===== config.mk =====
export PLATFORM = sky130hd
export DESIGN_NAME = ex_mem_skid
export DESIGN_NICKNAME = d
export VERILOG_FILES = /design/src/rtl/ex_mem_skid.sv
export SDC_FILE = /design/constraint.sdc
export NUM_CORES = 1
export LEC_CHECK = 0
export ABC_CLOCK_PERIOD_IN_PS = 3750
export BUFFER_PORTS_ARGS = -buffer_cell sky130_fd_sc_hd__buf_2
export CAP_MARGIN = 20
export CORE_AREA = 2 2 130 158
export CTS_CLUSTER_DIAMETER = 50
export DETAILED_ROUTE_END_ITERATION = 8
export DIE_AREA = 0 0 132 160
export PLACE_DENSITY_LB_ADDON = 0.08
export SLEW_MARGIN = 5
export SYNTH_ARGS = -nofsm -noshare
export SYNTH_HDL_FRONTEND = slang
export SYNTH_SLANG_ARGS = --single-unit

===== constraint.sdc =====
create_clock -name clk -period 3.75 [get_ports clk]
set_clock_uncertainty 0.2 [all_clocks]
set_input_delay 0.375 -clock clk [delete_from_list [all_inputs] [get_ports clk]]
set_output_delay 0.375 -clock clk [all_outputs]
set_load 0.1 [all_outputs]

===== src/rtl/ex_mem_skid.sv =====
// ex_mem_skid: EX/MEM pipeline boundary built as a two-entry skid buffer.
//
// It captures the ALU result, zero flag, store operand and control bits from
// execute and presents them to the data memory stage. in_ready is a flop, so
// out_ready never reaches execute through a combinational path. Each entry
// carries a misalignment tag computed on entry. A flush empties the buffer.
// A saturating counter tracks the number of cycles the memory stage stalls.
//
// Ports:
//   clk, rst_n          rising-edge clock; synchronous active-low reset
//   in_valid/in_ready   upstream handshake (in_ready is registered)
//   in_z, in_zero, in_b, in_rd, in_mem_rd, in_mem_wr, in_reg_wr
//                       incoming entry fields
//   flush               discards all held entries
//   out_valid/out_ready downstream handshake for the head entry
//   out_*               head entry fields; out_misalign is the stored tag
//   stall_cnt           saturating count of cycles with out_valid & ~out_ready
//
// Optional feature: define EX_MEM_FWD_EN to add fwd_valid/fwd_rd/fwd_z. These
// are combinational from the head entry and feed the execute operand muxes.
module ex_mem_skid #(
  parameter int unsigned DW = 32,
  parameter int unsigned RW = 5,
  parameter int unsigned CW = 16
) (
  input  logic          clk,
  input  logic          rst_n,
  input  logic          in_valid,
  output logic          in_ready,
  input  logic [DW-1:0] in_z,
  input  logic          in_zero,
  input  logic [DW-1:0] in_b,
  input  logic [RW-1:0] in_rd,
  input  logic          in_mem_rd,
  input  logic          in_mem_wr,
  input  logic          in_reg_wr,
  input  logic          flush,
  output logic          out_valid,
  input  logic          out_ready,
  output logic [DW-1:0] out_z,
  output logic          out_zero,
  output logic [DW-1:0] out_b,
  output logic [RW-1:0] out_rd,
  output logic          out_mem_rd,
  output logic          out_mem_wr,
  output logic          out_reg_wr,
  output logic          out_misalign,
  output logic [CW-1:0] stall_cnt
`ifdef EX_MEM_FWD_EN
  ,
  output logic          fwd_valid,
  output logic [RW-1:0] fwd_rd,
  output logic [DW-1:0] fwd_z
`endif
);

  typedef struct packed {
    logic [DW-1:0] z;
    logic [DW-1:0] b;
    logic [RW-1:0] rd;
    logic          zero;
    logic          mem_rd;
    logic          mem_wr;
    logic          reg_wr;
    logic          misalign;
  } entry_t;

  // Occupancy: StOne means only the head is valid, StFull means head and skid.
  typedef enum logic [1:0] {StEmpty, StOne, StFull} state_e;

  state_e          state_q, state_d;
  entry_t          h_q, h_d;
  entry_t          s_q, s_d;
  logic            in_ready_q, in_ready_d;
  logic [CW-1:0]   stall_cnt_q, stall_cnt_d;

  entry_t          in_entry;
  logic            accept;
  logic            drain;

  always_comb begin
    in_entry          = '0;
    in_entry.z        = in_z;
    in_entry.b        = in_b;
    in_entry.rd       = in_rd;
    in_entry.zero     = in_zero;
    in_entry.mem_rd   = in_mem_rd;
    in_entry.mem_wr   = in_mem_wr;
    in_entry.reg_wr   = in_reg_wr;
    in_entry.misalign = (in_mem_rd | in_mem_wr) & (in_z[1:0] != 2'b00);
  end

  assign out_valid = (state_q != StEmpty);
  assign accept    = in_valid & in_ready_q;
  assign drain     = out_valid & out_ready;

  always_comb begin
    state_d = state_q;
    h_d     = h_q;
    s_d     = s_q;
    unique case (state_q)
      StEmpty: begin
        if (accept) begin
          h_d     = in_entry;
          state_d = StOne;
        end
      end
      StOne: begin
        if (accept && drain) begin
          h_d = in_entry;
        end else if (accept) begin
          s_d     = in_entry;
          state_d = StFull;
        end else if (drain) begin
          state_d = StEmpty;
        end
      end
      StFull: begin
        // in_ready is low here, so no accept can coincide with the drain.
        if (drain) begin
          h_d     = s_q;
          state_d = StOne;
        end
      end
      default: state_d = StEmpty;
    endcase
    // Data of flushed entries is left stale; only the occupancy is cleared.
    if (flush) begin
      state_d = StEmpty;
    end
    in_ready_d = (state_d != StFull);
  end

  always_comb begin
    stall_cnt_d = stall_cnt_q;
    if (out_valid && !out_ready && (stall_cnt_q != {CW{1'b1}})) begin
      stall_cnt_d = stall_cnt_q + 1'b1;
    end
  end

  always_ff @(posedge clk) begin
    if (!rst_n) begin
      state_q     <= StEmpty;
      h_q         <= '0;
      s_q         <= '0;
      in_ready_q  <= 1'b1;
      stall_cnt_q <= '0;
    end else begin
      state_q     <= state_d;
      h_q         <= h_d;
      s_q         <= s_d;
      in_ready_q  <= in_ready_d;
      stall_cnt_q <= stall_cnt_d;
    end
  end

  assign in_ready     = in_ready_q;
  assign out_z        = h_q.z;
  assign out_zero     = h_q.zero;
  assign out_b        = h_q.b;
  assign out_rd       = h_q.rd;
  assign out_mem_rd   = h_q.mem_rd;
  assign out_mem_wr   = h_q.mem_wr;
  assign out_reg_wr   = h_q.reg_wr;
  assign out_misalign = h_q.misalign;
  assign stall_cnt    = stall_cnt_q;

`ifdef EX_MEM_FWD_EN
  // Loads are excluded because their result is not known until after memory.
  assign fwd_valid = out_valid & h_q.reg_wr & ~h_q.mem_rd & (h_q.rd != '0);
  assign fwd_rd    = h_q.rd;
  assign fwd_z     = h_q.z;
`endif

endmodule

Word-level counts from Yosys, hierarchy flattened:

Cells that the tools add are included.

* add/sub/neg operators: 1
* equal/unequal tests: 7
* muxes and demuxes: 11
* bitwise logic cells: 5
* reductions and logical operators: 10

Operators by type and width (count)
* two-way mux 74 bit: 3
* case mux 74 bit (3 select lines): 1
* adder 16 x 1 -> 16 bit, second input constant: 1
* inequality test 16 bit, second input constant: 1
* two-way mux 2 bit: 6
* inequality test 2 bit, second input constant: 4
* case mux 2 bit (3 select lines): 1
* AND reduction 4 bit: 1
* nonzero test 2 bit: 2
* bitwise AND 1 bit: 3
* logical AND 1 bit: 3
* AND reduction 3 bit: 1
* nonzero test 3 bit: 1
* == test 2 x 1 -> 1 bit, second input constant: 1
* == test 2 bit, second input constant: 1
* zero test 2 bit: 1
* zero test 1 bit: 1
* NOT 1 bit: 1
* OR 1 bit: 1

* register bits: 167
* input bits: 78
* output and inout bits: 92
* word-level logic and storage cells: 53

Logic depth before layout (Yosys ltp):

Gate-level depths: netlist (run 1).

* word-level depth: 8
* gate-level depth with buffers: 7
* depth with buffers taken out: 5

Least setup slack after synthesis (run 1):

OpenSTA, ideal clock, no wires.

* path type: register to register
* from: register stall_cnt_q[0], in the netlist stall_cnt[0]
* to: register stall_cnt_q[9], in the netlist stall_cnt[9]
* arrival: 2.410 ns
* required time: 3.480 ns
* setup slack: 1.070 ns
* stages on the path, launching flop included: 7
* clock period less this slack: 2.680 ns
* cell sequence: dfxtp_1 ha_1 nand3_2 buf_2 nor4_1 o21ai_0 a21oi_1

* cells in the longest elaborated chain, start to end: 2
* elaborated cells on any way between the ends: 3
* those cells by class: add/sub (1); eq/ne (1); reduce/logical (1)

Ends and longest elaborated chain
* start: declaration: RTL line 75 `logic [CW-1:0] stall_cnt_q, stall_cnt_d;`
* start signal: assignment: RTL line 153 `stall_cnt_q <= stall_cnt_d;`
* branches (longest 2 deep; another with adder 16 x 1 -> 16 bit)

Parallel ways; which one is timed is not known.
A chain may end at the register's enable or synchronous reset.

Worst setup path in the final report (run 1):

* from: register state_q[1]
* to: register s_q[51] (netlist name)

* cells in the longest elaborated chain, start to end: 5
* elaborated cells on any way between the ends: 6
* those cells by class: eq/ne (1); bitwise (2); reduce/logical (3)

Ends and longest elaborated chain
* start: declaration: RTL line 71 `state_e state_q, state_d;`
* start signal: assignment: RTL line 143 `state_q <= StEmpty;`
* start signal: assignment: RTL line 149 `state_q <= state_d;`
* nonzero test 2 bit: RTL line 93 `assign out_valid = (state_q != StEmpty);`
* bitwise AND 1 bit: RTL line 95 `assign drain = out_valid & out_ready;`
* logical AND 1 bit: RTL line 109 `if (accept && drain) begin`
* NOT 1 bit (no source line)
* AND reduction 3 bit (no source line) (*)
* end signal: assignment: RTL line 145 `s_q <= '0;`
* end signal: assignment: RTL line 151 `s_q <= s_d;`
* end: declaration: RTL line 73 `entry_t s_q, s_d;`

Every way passes the cells marked *; elsewhere a longest branch is shown, timed or not.

==> results, run 1 <==
- STA puts the critical path data arrival time at 2.43 ns.
- The share of total power dissipated in the clock network is 0.382.
- In this design, the largest share of critical-path delay is due to simple AND/OR/NAND/NOR gates.
- In this run the deepest clock path goes through 2 buffers.
- The number of antenna violations at the first check in global routing is 0.
- The worst path setup slack after routing is 1.47 ns.
- In this run the remaining antenna-violating nets after routing total 0.
- The first global-routing pass estimated 28.6 mm of wire.
- The finished cells cover 8970 µm².
- Derived from the worst setup path, the maximum achievable clock frequency is 439 MHz.
- The average cell area after synthesis is 8.86 µm².
- The analysis attributes to cell leakage a power of 4.08 nW.
- In the layout the commonest cells are 169 x sky130_fd_sc_hd__buf_2, 167 x sky130_fd_sc_hd__dfxtp_1, 154 x sky130_fd_sc_hd__nand2_1.
- The residual DRC count is 0.
- Data on the critical path is required at its endpoint by 3.91 ns.
- The maximum number of pins on one net before global-route repair is 105.
- The largest stage delay on the critical path is 0.59 ns.
- The startpoint of the worst setup timing path is state_q[1].
- The number of buffers and inverters on the critical path is 1.
- Of all flip-flops after synthesis, the portion carrying an async set or reset was 0.
- The highest layer touched by signal routing is met4.
- The core area is 19800 µm².
- The width of the die is 132 µm.
- The worst setup path is of the reg2reg kind.
- Yosys mapped a number of flops with a built-in enable equal to 0.
- The signal on the critical path passes through nand3b_1 > nor2b_4 > buf_4 > nand2_1 > a21oi_1.
- The row count is 57.
- In the final layout, the share of cells above drive strength 1 is 0.229.
- The HPWL after detailed placement is 10.8 mm.
- In this run the power density over the cells is 503 nW/µm².
- Along the worst path, the maximum fanout reaches 31.
- The combinational share of power is 0.198.
- The routed layout has 5915 vias.
- The detailed-routing wirelength on met1 is 8.16 mm.
- Port buffering added 169 buffers.
- The clock net in this run drives a total of 167 sinks.
- The worst hold slack after final layout is 0.0178 ns.
- The most common cell after layout, fill and taps aside is sky130_fd_sc_hd__buf_2.
- The worst hold path startpoint is in_b[25].
- After the last flow step, the layout net total stands at 1041.
- The number of different library cells used by synthesis comes to 44.
- After synthesis, the cell types taking the most area are sky130_fd_sc_hd__dfxtp_1 49%, sky130_fd_sc_hd__mux2i_1 11%, sky130_fd_sc_hd__nand2_1 8.5%, sky130_fd_sc_hd__a211oi_1 8.3%, sky130_fd_sc_hd__a21oi_1 6.3%.
- TritonCTS built the clock tree.
- The area share of the largest cell type after synthesis is 0.494.
- 170 I/O pins were placed.
- The CTS clock-pin slew for the worst setup and hold paths is 0.07 ns.
- Setup total negative slack on the finished layout was measured at 0 ns.
- Across the run, the number of max-cap violations was 0.
- Summed over all nets, wire length on met2 after detailed routing comes to 8.57 mm.
- IR analysis of the VDD net gives a maximum drop of 0.000290 V.
- The top flip-flop cell by instance count after synthesis is sky130_fd_sc_hd__dfxtp_1.
- Dividing the final minimum period by the clock period gives 0.607.
- The total detailed-routing wirelength is 17.5 mm.
- On the critical path, the stage with the largest delay is an instance of sky130_fd_sc_hd__nor2b_4.
- Of the total power, the share spent switching nets is 0.337.
- The H-tree depth reported by CTS is 4.
- The die covers 21100 µm².
- The type of the most critical hold path is in2reg.
- The flow ran to the end, and the final reports show no timing, DRC or antenna violations.
- The number of detailed-route iterations in the first pass is 4.
- The largest total area in the synthesized netlist belongs to sky130_fd_sc_hd__dfxtp_1.
- The number of max-slew violations in the final report is 0.
- The number of vias per cell after detailed routing is 4.77.
- For this run, the register share of the synthesized area comes to 0.494.
- The leftover overflow at the end of global routing is 0.
- The worst slack at placement is 1.42 ns.
- The cell area after technology mapping is 6770 µm².
- The startpoint type of the worst setup path is a flop.
- The switching power total is 0.00152 W.
- After the first detailed-routing iteration, the DRC count stood at 325.
- Setup violations remaining at the end of the flow were counted as 0.
- The relative slew slack is 0.491.
- After detailed routing, the met3 layer carries 576 µm of wire.
- For this configuration, the core starts out at a cell density of 0.343.
- The final count of hold timing violations came to 0.
- The cell at the root of the clock tree is sky130_fd_sc_hd__clkbuf_16.
- In this run, CTS created clock tree buffers numbering 17.
- The internal power is 0.00299 W.
- The chip height is 160 µm.
- At the later pin of the worst-skew pair, clock insertion delay measures 0.42 ns.
- The worst path needs 2.28 ns of the cycle, external delays included.
- For this run, the total global-route usage over all layers was measured as 0.168.
- The total of flip-flops plus latches after synthesis is 167.
- The count of warnings emitted by yosys is 0.
- The worst setup path is captured at a flop.
- The average detailed-routed wire length per instance is 14.1 µm.
- The instance count of the mapped netlist is 764.
- The area growth from synthesis to layout is 32.5%.
- The fraction of power consumed by sequential logic is 0.420.
- The post-place instance area is 7790 µm².
- Post-CTS timing repair inserted 0 buffers for setup.
- The post-synthesis net count is 843.
- The via count of the first global-routing pass is 5492.
- At the pin with the least slew margin, the transition time is 0.764 ns.
- Setup repair after global routing left no endpoint under its margin.
- The congestion estimate from routability-driven global placement came to 0.724.
- The start of the worst register-to-register path is state_q[1].
[cells in the mapped netlist, types with 2 or more instances]
master                     number
sky130_fd_sc_hd__dfxtp_1      167
sky130_fd_sc_hd__nand2_1      154
sky130_fd_sc_hd__a21oi_1       85
sky130_fd_sc_hd__nor2_1        81
sky130_fd_sc_hd__mux2i_1       76
sky130_fd_sc_hd__a211oi_1      75
sky130_fd_sc_hd__buf_2         27
sky130_fd_sc_hd__clkbuf_1      20
sky130_fd_sc_hd__buf_4         10
sky130_fd_sc_hd__o21ai_0        6
sky130_fd_sc_hd__o31ai_1        5
sky130_fd_sc_hd__nand3_1        4
sky130_fd_sc_hd__nand4_1        4
sky130_fd_sc_hd__or4_1          4
sky130_fd_sc_hd__inv_1          3
sky130_fd_sc_hd__nand2b_1       3
sky130_fd_sc_hd__nor2b_1        3
sky130_fd_sc_hd__nor3_1         3
sky130_fd_sc_hd__or3_1          3
sky130_fd_sc_hd__or3_2          3
sky130_fd_sc_hd__a31oi_1        2
sky130_fd_sc_hd__and3_1         2
sky130_fd_sc_hd__nand4_4        2
sky130_fd_sc_hd__nor4_1         2
[through the flow]
| step | utilization | total power [W] | instances |
|---|---|---|---|
| 3_5_place_dp | 0.394 | 0.00279 | 1147 |
| 4_1_cts | 0.454 | 0.00458 | 1240 |
| 2_1_floorplan | - | 0.00261 | 764 |
| 6_report | 0.454 | 0.00451 | 1241 |
| 3_3_place_gp | 0.394 | 0.00279 | 1147 |
| 5_1_grt | 0.454 | 0.00470 | 1240 |
[worst reg2reg max path, delay by kind of cell, from the launching register on]
kind,cells,cell delay (ns)
simple gates,3,1.04
buf+inv,1,0.46
flops,1,0.38
compound gates,1,0.13
[power groups by stage]
stage          combinational, W  sequential, W  clock (W)
2_1_floorplan          0.000198        0.00242          0
4_1_cts                0.000902        0.00190    0.00178
3_5_place_dp           0.000852        0.00194          0
6_report               0.000894        0.00190    0.00172
5_1_grt                0.000943        0.00191    0.00185
3_3_place_gp           0.000853        0.00194          0
[per-layer routing]
metal / global-route usage / up-vias
li1: - / 3081
met1: 0.216 / 2719
met2: 0.281 / 101
met3: 0.0371 / 14
met4: 0.0474 / 0
met5: 0 / -
[cell type report]
cell class	instances	area, µm²
Tap cell	265	332
Clock buffer	18	429
Antenna cell	1	2.50
Clock inverter	14	141
Fill cell	2042	10800
Sequential cell	167	3340
Multi-Input combinational cell	534	3140
Inverter	4	17.5
Timing Repair Buffer	238	1570
[what timing repair did]
action                                 in CTS  in global routing
setup endpoints to repair                   0                  0
hold buffers                               61                  0
resized for setup                           0                  0
endpoints found under the hold margin      61                  0
[flip-flops by register name (all words and copies together) (netlist names)]
signal,flops
out_rd,5
out_reg_wr,1
state_q,2
in_ready,1
out_mem_rd,1
out_zero,1
out_misalign,1
out_b,32
stall_cnt,16
s_q,74
out_z,32
out_mem_wr,1
[kinds of logic after synthesis]
group           after synthesis  share of synthesized area
compound gates              182                      0.172
xor+xnor                      1                    0.00129
fa+ha+maj                     1                    0.00185
buf+inv                      63                     0.0460
flops                       167                      0.494
mux                          76                      0.112
simple gates                274                      0.173
[path summary, 6_finish.rpt]
path,cells after the start,slack (ns),end
setup / recovery,5,1.47,s_q[51]
hold / removal,3,0.02,s_q[35]
setup reg to reg,5,1.47,s_q[51]
hold reg to reg,2,0.25,s_q[24]
Note: power is estimated with default switching activity, not from simulation.
==> run 2, diff against run 1 <==
--- a/config.mk
+++ b/config.mk
@@ -5,7 +5,7 @@
 export SDC_FILE = /design/constraint.sdc
 export NUM_CORES = 1
 export LEC_CHECK = 0
-export ABC_CLOCK_PERIOD_IN_PS = 3750
+export ABC_CLOCK_PERIOD_IN_PS = 2300
 export BUFFER_PORTS_ARGS = -buffer_cell sky130_fd_sc_hd__buf_2
 export CAP_MARGIN = 20
 export CORE_AREA = 2 2 130 158
==> constraint.sdc (replaced) <==
create_clock -name clk -period 2.3 [get_ports clk]
set_clock_uncertainty 0.2 [all_clocks]
set_input_delay 0.23 -clock clk [delete_from_list [all_inputs] [get_ports clk]]
set_output_delay 0.23 -clock clk [all_outputs]
set_load 0.1 [all_outputs]
==> run 2 against run 1 <==
Against the previous run:
- cell count rose by 1.5%
- design area rose by 3.7%
- sequential share of layout area fell by 1.1 points
- fmax rose by 13%
- flip-flop and latch count did not move
- wire length fell by 0.10%
- global-route usage fell by 0.075 points
- total power rose by 67%
- non-clock buffer count rose by 21
- combinational power rose by 68%
- critical path depth did not move
- register-to-register slack got worse by 1.2 ns
==> results, run 2 (synthesized netlist as in run 1, its figures left out) <==
- The maximum fanout along the worst path is 11.
- Dividing the final minimum period by the clock period gives 0.875.
- In the layout the commonest cells are 169 x sky130_fd_sc_hd__buf_2, 154 x sky130_fd_sc_hd__nand2_1, 150 x sky130_fd_sc_hd__dfxtp_1.
- The number of vias in the routed layout is 5943.
- The number of cells on the critical path is 5.
- The flow ran to the end, and the final reports show no timing, DRC or antenna violations.
- The placed instance count is 1152.
- The clock tree synthesis step divided the H-tree into 4 levels.
- The required time of the critical path is 2.40 ns.
- The initial core utilization is 0.343.
- The cell at the root of the clock tree is sky130_fd_sc_hd__clkbuf_16.
- Setup slack on the worst reg-to-reg path comes out at 0.29 ns.
- With fillers left out, the area of the finished cells amounts to 9310 µm².
- The worst hold path terminates at state_q[0].
- The residual DRC count is 0.
- Counting along the longest clock path gives a buffer depth of 2.
- Across the whole layout, storage elements account for 3360 µm².
- The core area is 19800 µm².
- The number of cells traversed by the worst register-to-register path is 5.
- The average detailed-routed wire length per instance is 13.9 µm.
- The global-route wire length before repair is 28.7 mm.
- The routed design has 17.5 mm of wire.
- In this run the most critical hold path is launched from in_valid.
- The hold-critical path depth is 5.
- The leftover overflow at the end of global routing is 0.
- The number of max-slew violations in the final report is 0.
- Traced cell by cell, the critical path runs through ha_1 > nand3_2 > o41ai_4 > mux2i_1 > nor2_1.
- The startpoint identified for the worst register-to-register timing path is stall_cnt[0].
- Entering global routing, the biggest net connects 94 pins.
- The cell family with the largest share of critical-path delay is compound AO/OA/AOI/OAI gates.
- The initial DRC count is 271.
- The first detailed-routing pass took 4 iterations.
- The smallest clock period supported by the final layout is computed as 2.01 ns.
- VDD sags by at most 0.000489 V.
- The maximum clock frequency is 497 MHz.
- At the pin with the least slew margin, the transition time is 0.550 ns.
- The most common cell after layout, fill and taps aside is sky130_fd_sc_hd__buf_2.
- CTS saw 167 sinks.
- Counting flops per register, the top entry is s_q.
- Clock tree synthesis inserted a total of 17 buffers.
- Max-cap violations in this run came to 0.
- In the final layout, the multi-input gates occupy 3140 µm².
- The area added between synthesis and finish is 37.4%.
- The number of antenna diodes in the final layout is 0.
- Setup repair after global routing left no endpoint under its margin.
- For this design, the slowest cell found on the critical path is sky130_fd_sc_hd__o41ai_4.
- Measured along the y axis, the die boundary spans 160 µm.
- The via count of the first global-routing pass is 5696.
- The row count is 57.
- The count of endpoints failing setup in the final report is 0.
- The final count of hold timing violations came to 0.
- TritonCTS built the clock tree.
- The floorplan step set the die width to 132 µm.
- The end of the worst register-to-register path is stall_cnt[1].
- The detail route stage leaves a number of antenna-violating nets equal to 0.
- The number of top-level design ports is 170.
- The capturing element type of the critical path is a flop.
- The final cell count without fillers is 1260.
- Post-CTS timing repair inserted 0 buffers for setup.
- The number of antenna violations at the first check in global routing came to 0.
- Clock-pin slew was measured on the worst setup and hold paths at 0.07 ns.
- For this run, the total global-route usage over all layers was measured as 0.167.
- The HPWL after detailed placement is 10.7 mm.
- Of the cells placed in the final design, the portion with a size suffix greater than 1 is 0.245.
- The register with the most flip-flops in the layout has 74 of them.
- The critical path in this run is classified as reg2reg.
- The final-layout fill cell count is 1985.
- The relative slew slack is 0.632.
- The type of the most critical hold path is in2reg.
- The number of buffers and inverters on the critical path is 0.
- The global placement routability congestion is 0.729.
- The post-place instance area is 7920 µm².
- The count of buffers inserted at the top-level ports is 169.
- The insertion delay of the later-clocked pin in the worst-skew pair is 0.42 ns.
- The worst setup path is launched from a flop.
- The power density over the cells is 812 nW/µm².
- After the last flow step, the layout net total stands at 1062.
- The die covers 21100 µm².
- The largest stage delay on the critical path is 0.63 ns.
- The leakage power is 4.21 nW.
- Using the TritonRoute via totals, the vias-per-cell ratio works out to 4.72.
- The worst endpoint data arrival time is 2.11 ns.
- The setup TNS after final layout is 0 ns.
run 2: cell types whose count changed in the layout (fill, tap and decap cells not counted), sizes merged:
cell	delta
dlygate4sd3	+16
bufinv	+2
inv	-4
diode	-1
clkinvlp	+2
clkbuf	+1
clkinv	-2
buf	+5
run 2: power breakdown:
| part | internal, W | total, W | switching, W |
|---|---|---|---|
| sequential | 0.00302 | 0.00309 | 0.0000625 |
| combinational | 0.000354 | 0.00150 | 0.00114 |
| clock | 0.00176 | 0.00298 | 0.00122 |
| total | 0.00513 | 0.00756 | 0.00242 |
run 2: how the worst max path moves through the flow:
stage / end / start
6_report: stall_cnt[1] / stall_cnt[0]
3_5_place_dp: stall_cnt[1] / stall_cnt[0]
5_1_grt: stall_cnt[1] / stall_cnt[0]
3_3_place_gp: stall_cnt[1] / stall_cnt[0]
2_1_floorplan: stall_cnt[9] / stall_cnt[0]
4_1_cts: stall_cnt[1] / stall_cnt[0]
run 2: through the flow:
stage / util / setup slack [ns] / total power, W / hold WS [ns]
floorplan: - / 0.0241 / 0.00426 / 0.144
global placement: 0.401 / 0.294 / 0.00455 / 0.241
detailed placement: 0.401 / 0.297 / 0.00456 / 0.246
CTS: 0.471 / 0.283 / 0.00766 / 0.148
finish: 0.471 / 0.288 / 0.00756 / 0.168
global route: 0.471 / 0.111 / 0.00785 / 0.186
run 2: layout make-up:
type,instances,area share
clock inverter,12,0.0182
clock buffer,19,0.0476
inverter,4,0.00188
sequential,167,0.362
multi-input combinational,534,0.338
tap,265,0.0356
timing repair buffer,259,0.198
run 2: tightest hold or removal path, stage by stage:
cell	delay, ns
sky130_fd_sc_hd__buf_2	0.09
sky130_fd_sc_hd__nand2_1	0.07
sky130_fd_sc_hd__mux2i_1	0.15
sky130_fd_sc_hd__o22ai_1	0.09
sky130_fd_sc_hd__nor2b_1	0.12
run 2: timing repair:
item,4_1_cts,5_1_grt
hold endpoints to repair,149,0
hold buffers,77,0
gates resized for setup,0,0
run 2: layer usage:
layer / global-route usage / vias up / wire length, µm
li1: - / 3115 / -
met1: 0.210 / 2707 / 8110
met2: 0.282 / 109 / 8510
met3: 0.0448 / 12 / 690
met4: 0.0455 / 0 / 153
met5: 0 / - / 0
==> run 3, diff against run 2 <==
--- a/config.mk
+++ b/config.mk
@@ -8,10 +8,10 @@
 export ABC_CLOCK_PERIOD_IN_PS = 2300
 export BUFFER_PORTS_ARGS = -buffer_cell sky130_fd_sc_hd__buf_2
 export CAP_MARGIN = 20
-export CORE_AREA = 2 2 130 158
+export CORE_AREA = 2 2 143 145
 export CTS_CLUSTER_DIAMETER = 50
 export DETAILED_ROUTE_END_ITERATION = 8
-export DIE_AREA = 0 0 132 160
+export DIE_AREA = 0 0 145 147
 export PLACE_DENSITY_LB_ADDON = 0.08
 export SLEW_MARGIN = 5
 export SYNTH_ARGS = -nofsm -noshare
==> run 3 against run 2 <==
Against the previous run:
- register-to-register slack got worse by 0.04 ns
- non-clock buffer count unchanged
- sequential share of layout area about the same
- critical path depth unchanged
- clock power about the same
- first-iteration DRC count decreased by 18%
- worst hold slack got worse by 0.093 ns
- combinational power about the same
- highest routed layer unchanged
==> results, run 3 (synthesized netlist as in run 1, its figures left out) <==
- The largest register by flop count is s_q.
- In this run the remaining antenna-violating nets after routing total 0.
- Leaving out fill and tap cells, the most frequent cell in the layout is sky130_fd_sc_hd__buf_2.
- The wire-length estimate of the detail-placed layout is 10.9 mm.
- The worst hold path passes through 5 cells.
- The width of the die is 145 µm.
- The number of detailed-route iterations in the first pass is 4.
- The flow ran to the end, and the final reports show no timing, DRC or antenna violations.
- The worst setup path is captured at a flop.
- The critical setup path kind is reg2reg.
- For the worst setup path, the data required time is 2.43 ns.
- The worst-case IR drop observed on VDD is 0.000474 V.
- For this design, the sink count on the clock tree is 167.
- In this run the critical register-to-register path is launched from stall_cnt[0].
- TritonCTS built the clock tree.
- The number of flip-flops under the largest register name is 74.
- The worst path meets setup with 0.252 ns of slack.
- The number of max-slew violations in the final report is 0.
- Of the total power, the share spent switching nets is 0.320.
- For this block, the via count after detailed routing is 5970.
- The count of buffers inserted at the top-level ports is 169.
- In this run the worst path has a maximum fanout of 11.
- The startpoint type of the worst setup path is a flop.
- The relative contribution of the clock network to total power is 0.392.
- For this configuration, the core starts out at a cell density of 0.341.
- The maximum clock insertion buffer count is 2.
- The clock tree synthesis step divided the H-tree into 4 levels.
- Setup repair after global routing left no endpoint under its margin.
- Based on the critical path, the design can be clocked at up to 488 MHz.
- The number of buffers added for setup after CTS is 0.
- The leftover overflow at the end of global routing is 0.
- Of the available clock period, the critical path in the final layout requires 0.891.
- The floorplan step set the die height to 147 µm.
- After clock tree synthesis, the clock-pin slew on the worst setup and hold paths is 0.07 ns.
- Counting I/O delays and the setup requirement, the final critical path takes 2.05 ns.
- Across every metal layer, demand over resource in global routing totals 0.166.
- Relative to the synthesized area, the layout overhead comes to 37.5%.
- OpenSTA, run right after detailed placement, puts the worst setup slack at 0.293 ns.
- The count of nets after finishing is 1062.
- The count of antenna diodes in the layout is 0.
- Entering global routing, the biggest net connects 91 pins.
- The average detailed-routed wire length per instance is 13.9 µm.
- Routability-driven placement finished with a final weighted congestion of 0.711.
- The worst hold path startpoint is in_valid.
- In this run the core area contains 52 standard-cell rows.
- The setup TNS after final layout is 0 ns.
- The initial DRC count is 221.
- The combined area of the multi-input logic cells is 3140 µm².
- The final-layout fill cell count is 1967.
- The core region is 19800 µm².
- After layout, the design draws a total of 0.00754 W.
- For hold timing, the worst endpoint is in_ready.
- The share of final-layout standard cells stronger than drive strength 1 is 0.247.
- Clock latency on the worst-skew pair, taken at its later pin, is 0.42 ns.
- The internal power is 0.00513 W.
- The analysis attributes to cell leakage a power of 4.21 nW.
- The number of antenna violations at the first check in global routing is 0.
- Measured against its own limit, the worst slew margin works out to 0.563.
- The count of endpoints failing setup in the final report is 0.
- The type of the most critical hold path is in2reg.
- The root buffer cell chosen for the clock tree is sky130_fd_sc_hd__clkbuf_16.
- The final count of hold timing violations was 0.
- The number of vias per cell after detailed routing is 4.72.
- The worst endpoint data arrival time is 2.17 ns.
- The end of the worst register-to-register path is stall_cnt[14].
- The switching power total is 0.00241 W.
- The transition at the pin with the smallest max-transition slack is 0.650 ns.
- The residual DRC count is 0.
- Of the total power, combinational logic draws 0.198.
- 170 I/O pins were placed.
- The die covers 21300 µm².
- The first global-routing pass estimated 28.8 mm of wire.
- The sequential cell area in the final layout is 3360 µm².
- The post-CTS resize count is 0.
- The final layout contains routed wiring with a total length of 17.6 mm.
- The power density over the cells is 810 nW/µm².
- In this run the register-to-register setup slack is 0.25 ns.
- The library cells used most frequently in the layout, excluding fill and tap cells, are 169 x sky130_fd_sc_hd__buf_2, 154 x sky130_fd_sc_hd__nand2_1, 150 x sky130_fd_sc_hd__dfxtp_1.
- Across the run, the number of max-cap violations was 0.
- The number of cells traversed by the worst register-to-register path is 5.
- The fraction of power consumed by sequential logic is 0.410.
- The number of clock buffers added by TritonCTS is 17.
- The via count of the first global-routing pass is 5585.
==> run 3: layer usage <==
metal | routed length [µm] | track usage | share of wire
met1 | 8640 | 0.219 | 0.49
met2 | 8010 | 0.268 | 0.45
met3 | 754 | 0.0407 | 0.043
met4 | 231 | 0.0525 | 0.013
met5 | 0 | 0 | 0
==> run 3: through the flow <==
stage                     instances  utilization  hold WS [ns]  cell area [µm²]
after global routing           1266        0.469        0.0761             9310
after global placement         1158        0.400         0.241             7940
after CTS                      1266        0.469        0.0632             9310
after detailed placement       1158        0.400         0.246             7940
final                          1266        0.469        0.0752             9310
after floorplan                 764            -         0.144             6790
==> run 3: cell type report <==
cell class	count	area share
tap	270	0.0363
timing repair buffer	259	0.197
inverter	4	0.00188
multi-input combinational	534	0.337
sequential	167	0.361
clock inverter	13	0.0184
clock buffer	19	0.0476
==> run 3: critical path, cell delays in order (launching register included) <==
cell                       delay (ns)
sky130_fd_sc_hd__dfxtp_2         0.36
sky130_fd_sc_hd__ha_1            0.19
sky130_fd_sc_hd__nand3_2         0.21
sky130_fd_sc_hd__nor4_1          0.61
sky130_fd_sc_hd__a31oi_1         0.17
sky130_fd_sc_hd__a211oi_1        0.22
==> run 3: worst max-delay path by stage <==
stage | slack, ns | from | cells past startpoint | endpoint
floorplan | 0.02 | stall_cnt[0] | 6 | stall_cnt[9]
global placement | 0.30 | stall_cnt[0] | 5 | stall_cnt[1]
detailed placement | 0.29 | stall_cnt[0] | 5 | stall_cnt[14]
CTS | 0.26 | state_q[1] | 5 | out_b[4]
global route | 0.08 | state_q[1] | 5 | out_b[4]
finish | 0.25 | stall_cnt[0] | 5 | stall_cnt[14]
==> run 3: timing repair <==
| item | in CTS | in global routing |
|---|---|---|
| hold buffers | 76 | 0 |
| setup endpoints to repair | 0 | 0 |
| endpoints found under the hold margin | 149 | 0 |
==> run 3: power by group through the flow <==
| stage | Clock (W) | Sequential (W) | Combinational [W] |
|---|---|---|---|
| after floorplan | 0 | 0.00394 | 0.000323 |
| after global routing | 0.00320 | 0.00311 | 0.00158 |
| after CTS | 0.00305 | 0.00309 | 0.00150 |
| final | 0.00296 | 0.00309 | 0.00149 |
| after detailed placement | 0 | 0.00316 | 0.00140 |
| after global placement | 0 | 0.00316 | 0.00140 |
